<file path="config.mk">
export PLATFORM = sky130hd
export DESIGN_NAME = iterative_karatsuba_param
export DESIGN_NICKNAME = d
export VERILOG_FILES = /design/src/rtl/karatsuba_pkg.sv /design/src/rtl/karatsuba_half_mult.sv /design/src/rtl/iterative_karatsuba_param.sv
export SDC_FILE = /design/constraint.sdc
export NUM_CORES = 2
export LEC_CHECK = 0
export ABC_AREA = 1
export ABC_CLOCK_PERIOD_IN_PS = 12300
export CAP_MARGIN = 10
export CORE_UTILIZATION = 40
export DETAILED_ROUTE_END_ITERATION = 8
export SETUP_SLACK_MARGIN = 0.2
export SLEW_MARGIN = 20
export SYNTH_ARGS = -nofsm -noshare
export SYNTH_HDL_FRONTEND = slang
export SYNTH_SLANG_ARGS = --single-unit
</file>
<file path="constraint.sdc">
create_clock -name clk -period 12.3 [get_ports clk]
set_input_delay 2.46 -clock clk [delete_from_list [all_inputs] [get_ports clk]]
set_output_delay 2.46 -clock clk [all_outputs]
set_load 0.05 [all_outputs]
</file>
<file path="src/rtl/karatsuba_pkg.sv">
// Shared definitions for the iterative Karatsuba multiplier: FSM encoding and
// the two's-complement magnitude helper used when capturing operands.
package karatsuba_pkg;

    // Widest operand the magnitude helper supports; callers truncate the result.
    localparam int MAX_W = 128;

    typedef enum logic [2:0] {
        IDLE = 3'd0,
        HH   = 3'd1,
        LL   = 3'd2,
        MID  = 3'd3,
        FIN  = 3'd4
    } state_t;

    function automatic logic [MAX_W-1:0] twos_mag(input logic [MAX_W-1:0] v,
                                                  input logic           negate);
        return negate ? (~v + MAX_W'(1)) : v;
    endfunction

endpackage

</file>
<file path="src/rtl/karatsuba_half_mult.sv">
// Combinational H x H -> 2H unsigned multiplier; the only multiplier in the
// iterative Karatsuba datapath.
module karatsuba_half_mult #(
    parameter int H = 16
) (
    input  logic [H-1:0]   a,
    input  logic [H-1:0]   b,
    output logic [2*H-1:0] p
);

    assign p = (2*H)'(a) * (2*H)'(b);

endmodule

</file>
<file path="src/rtl/iterative_karatsuba_param.sv">
// W x W -> 2W signed/unsigned multiplier built from one H x H multiplier,
// time-shared over the HH, LL and MID steps of a Karatsuba decomposition.
module iterative_karatsuba_param
    import karatsuba_pkg::*;
#(
    parameter int W = 32
) (
    input  logic           clk,
    input  logic           rst,
    input  logic           start,
    input  logic           is_signed,
    input  logic [W-1:0]   a,
    input  logic [W-1:0]   b,
    output logic           busy,
    output logic           done,
    output logic [2*W-1:0] product
);

    localparam int H = W / 2;

    state_t         state;
    logic [W-1:0]   x, y;
    logic           neg;
    logic [W:0]     t;
    logic [2*W-1:0] p;

    logic [H-1:0]   xh, xl, yh, yl;
    logic [H:0]     xs, ys;
    logic [H-1:0]   ma, mb;
    logic [W-1:0]   m;
    logic [W+1:0]   mid, diff;
    logic [2*W-1:0] mid_term;

    assign xh = x[W-1:H];
    assign xl = x[H-1:0];
    assign yh = y[W-1:H];
    assign yl = y[H-1:0];
    assign xs = {1'b0, xh} + {1'b0, xl};
    assign ys = {1'b0, yh} + {1'b0, yl};

    // NOTE: every output of a combinational block gets a default first, so no
    // path through the case statement can leave a value held (latch).
    always_comb begin
        ma = '0;
        mb = '0;
        case (state)
            HH:      begin ma = xh;          mb = yh;          end
            LL:      begin ma = xl;          mb = yl;          end
            MID:     begin ma = xs[H-1:0];   mb = ys[H-1:0];   end
            default: begin ma = '0;          mb = '0;          end
        endcase
    end

    karatsuba_half_mult #(.H(H)) u_mult (
        .a (ma),
        .b (mb),
        .p (m)
    );

    // Rebuild the full (Xh+Xl)*(Yh+Yl) from the H-bit product and the two carries.
    assign mid = ((W+2)'(xs[H] & ys[H]) << W)
               + (ys[H] ? ((W+2)'(xs[H-1:0]) << H) : '0)
               + (xs[H] ? ((W+2)'(ys[H-1:0]) << H) : '0)
               + (W+2)'(m);
    assign diff     = mid - (W+2)'(t);
    assign mid_term = (2*W)'(diff) << H;

    // NOTE: sequential state uses non-blocking assignments so every register
    // samples pre-edge values regardless of statement order.
    always_ff @(posedge clk) begin
        if (rst) begin
            state   <= IDLE;
            x       <= '0;
            y       <= '0;
            neg     <= 1'b0;
            t       <= '0;
            p       <= '0;
            product <= '0;
            busy    <= 1'b0;
            done    <= 1'b0;
        end else begin
            done <= 1'b0;
            case (state)
                IDLE: begin
                    if (start) begin
                        x     <= W'(twos_mag(MAX_W'(a), is_signed & a[W-1]));
                        y     <= W'(twos_mag(MAX_W'(b), is_signed & b[W-1]));
                        neg   <= is_signed & (a[W-1] ^ b[W-1]);
                        busy  <= 1'b1;
                        state <= HH;
                    end
                end
                HH: begin
                    t     <= {1'b0, m};
                    p     <= {m, {W{1'b0}}};
                    state <= LL;
                end
                LL: begin
                    t     <= t + (W+1)'(m);
                    p     <= p + (2*W)'(m);
                    state <= MID;
                end
                MID: begin
                    p     <= p + mid_term;
                    state <= FIN;
                end
                FIN: begin
                    product <= neg ? (~p + (2*W)'(1)) : p;
                    done    <= 1'b1;
                    busy    <= 1'b0;
                    state   <= IDLE;
                end
                default: begin
                    busy  <= 1'b0;
                    state <= IDLE;
                end
            endcase
        end
    end

endmodule

</file>
==> results.md <==
- Result of the run: finished clean
- Register Area: 4630 um2
- Seq/Total Area, Yosys: 0.129
- Via density: 5.41
- Crit path capture type: flip-flop
- Number of synthesized flops with an enable pin: 0
- Clock input transition at the sequential cells of the worst setup and hold paths: 0.06 ns
- Filler instances: 9615
- Min-Delay Path Class: flip-flop to flip-flop
- Worst Path Max Fanout: 14
- Clock sink total: 231
- Total number of cells along the worst setup path: 51
- CP max stage cell: fa_1
- Area share of the leading cell type in the synthesized netlist: 0.160
- Maximum number of pins on one net before global-route repair: 93
- Critical path capture point: p[48]
- Instance count of the mapped netlist: 5844
- Launching element of the worst setup path: x[3]
- Required time reported for the critical path endpoint: 12.72 ns
- CTS H-Tree Depth: 2
- WP buf/inv: 9
- Core Box Area: 88600 um2
- Vias after detailed routing: 38900
- Post-layout nets: 6628
- CP Launch Type: flip-flop
- Flop and latch count out of synthesis: 231
- Reg2reg path depth: 51
- Deepest clock path buffer count: 3
- Setup CP Type: flip-flop to flip-flop
- Max Transition Viols Final: 0
- Number of top-level pins: 134
- Clock tree from TritonCTS: built
- Vias in the first global route: 36000
- Max_slew headroom: 0.318
- Number of hold violations in the final report: 0
- Total Neg Setup Slack: 0 ns
- Die footprint: 91000 um2
- Most used standard cell by instance count after synthesis: nand2_1
- DIE HEIGHT: 302 um
- Fraction of registers with async set/reset: 0
- Maximum operating frequency: 87.0 MHz
- Final Routed Wirelength: 151000 um
- Most used cell along the critical path: nand2_1
- Number of max-capacitance violations reported: 0
- Drt initial violations: 3865
- Grt total ovfl: 0
- IR drop worst, VDD: 0.156 mV
- Area of combinational cells with multiple inputs: 26700 um2
- Area Growth Syn to Fin: 13.1%
- Initial antenna violation count: 6
- RR Endpoint: p[48]
- Fraction of final layout cells sized beyond drive strength 1: 0.0529
- Cell family with most CP delay: adder cells
- Yosys warning total: 0
- Transition at the pin with the smallest max-transition slack: 1.02 ns
- 1st-pass router iterations: 8
- Area contributors post-synth: nand2_1 16%, fa_1 13%, dfxtp_1 13%
- Initial Utilization: 0.405
- RSZ-0062 raised after global routing: no
- Cell accounting for the most synthesized area: nand2_1
- Post-route antenna net violation count: 0
- Number of buffers inserted during clock tree synthesis: 34
- Ratio of total power to cell area: 167 nW/um2
- Cell at the root of the clock tree: clkbuf_16
- Synthesized cell area: 35900 um2
- Source of the worst register-to-register timing path: x[3]
- DP Worst Slack: 0.220 ns
- Wirelength per Cell: 21.0 um
- Clock period minus worst slack: 11.50 ns
- Lkg Pwr: 21.2 nW
- Global-route total usage across every layer: 0.327
- Final worst path period share: 0.935
- RD Place Congestion: 1.01
- Mapped Avg Cell Area: 6.15 um2
- DRC violations left: 0
- Distinct cells, synth: 56
- First-pass GRT wire length: 224000 um
- Die Width: 302 um
- Slack of the worst reg-to-reg path: 0.80 ns
- Primary flip-flop cell chosen by synthesis mapping: dfxtp_1
- Half-perimeter wire length after placement: 124000 um
- Setup violation total in the final timing report: 0
- Max Clock Skew: 0.0290 ns
- Worst skew pair latency: 0.59 ns
- Arrival time at the worst endpoint: 11.92 ns
- Number of placement rows: 109
- Number of buffers added on ports: 133
- Largest stage delay on the critical path: 0.56 ns
- Top post-synthesis cells by count: 1531 x nand2_1, 1105 x inv_1, 635 x nor2_1
- Post-cts hold buffer count: 0
- Overall power: 0.00679 W
- Final worst slack: 0.802 ns
- Syn_nets: 6480
## where the power goes
part	internal, W	switching, W	total (W)
clock network	0.000685	0.000430	0.00111
registers	0.000825	0.000142	0.000967
logic	0.00150	0.00321	0.00471
total	0.00301	0.00378	0.00679
## worst reg2reg max path: cells and delay by family, from the launching register on
| family | cells | cell delay (ns) |
|---|---|---|
| AND/OR/NAND/NOR | 21 | 2.95 |
| buffers and inverters | 9 | 0.70 |
| adder cells (fa/ha/maj) | 12 | 5.64 |
| XOR/XNOR | 1 | 0.16 |
| flip-flops | 1 | 0.33 |
| AO/OA/AOI/OAI | 8 | 1.58 |
## registers in the layout (all words and copies together) (netlist names)
signal	flops
state	3
done	1
x	32
product	64
busy	1
p	64
y	32
neg	1
t	33
## worst min-delay path by stage
| stage | start | endpoint | cells past startpoint |
|---|---|---|---|
| after floorplan | p[0] | p[0] | 2 |
| after global placement | p[0] | p[0] | 2 |
| after detailed placement | p[0] | p[0] | 2 |
| after CTS | p[0] | p[0] | 2 |
| after global routing | p[0] | p[0] | 2 |
| final | p[0] | p[0] | 2 |
## stage by stage
step           instances  hold slack, ns  area (um2)  utilization
6_report            7182           0.498       40600        0.458
5_1_grt             7181           0.505       40600        0.458
4_1_cts             7175           0.492       40300        0.454
3_5_place_dp        7115           0.484       39100        0.441
3_3_place_gp        7115           0.477       39100        0.441
2_1_floorplan       5844           0.458       35900            -
## layout by cell type, fill, tap and decap left out, drive strengths merged, types with 132 or more instances in the layout
cell type and instances:
nand2 1533, fa 233, nor2 641, dfxtp 231
nand3 315, buf 136, o21ai 284, a21oi 394
ha 335, clkdlybuf4s50 132, inv 1129
## cells by family (layout without fill, tap and decap cells)
logic type	count (synthesis)	after routing	synth area share
simple gates	2726	2727	0.312
xor+xnor	154	154	0.0376
other cells	0	1	0
fa+ha+maj	568	568	0.247
flops	231	231	0.129
compound gates	880	880	0.138
buf+inv	1285	1456	0.137
## what timing repair did
| action | 4_1_cts | 5_1_grt |
|---|---|---|
| pin swaps | 0 | 10 |
| setup buffers | 0 | 5 |
| endpoints found under the setup margin | 3 | 29 |
| cloned | 0 | 1 |
| resized for setup | 1 | 81 |
## routing by layer
layer	share of wire	routed length, um	global-route usage	vias up
met5	0.00023	34	0	-
met1	0.45	68200	0.473	18200
li1	-	-	-	18700
met4	0.036	5480	0.110	6
met3	0.11	16900	0.0823	248
met2	0.40	60100	0.466	1676
## area by class of cell
type                            count  share of cell area
Inverter                         1128               0.104
Clock buffer                       44              0.0239
Timing Repair Buffer              268              0.0584
Sequential cell                   231               0.114
Multi-Input combinational cell   4329               0.657
Tap cell                         1165              0.0359
Clock inverter                     16             0.00632
Antenna cell                        1           0.0000616
Note: power is estimated with default switching activity, not from simulation.
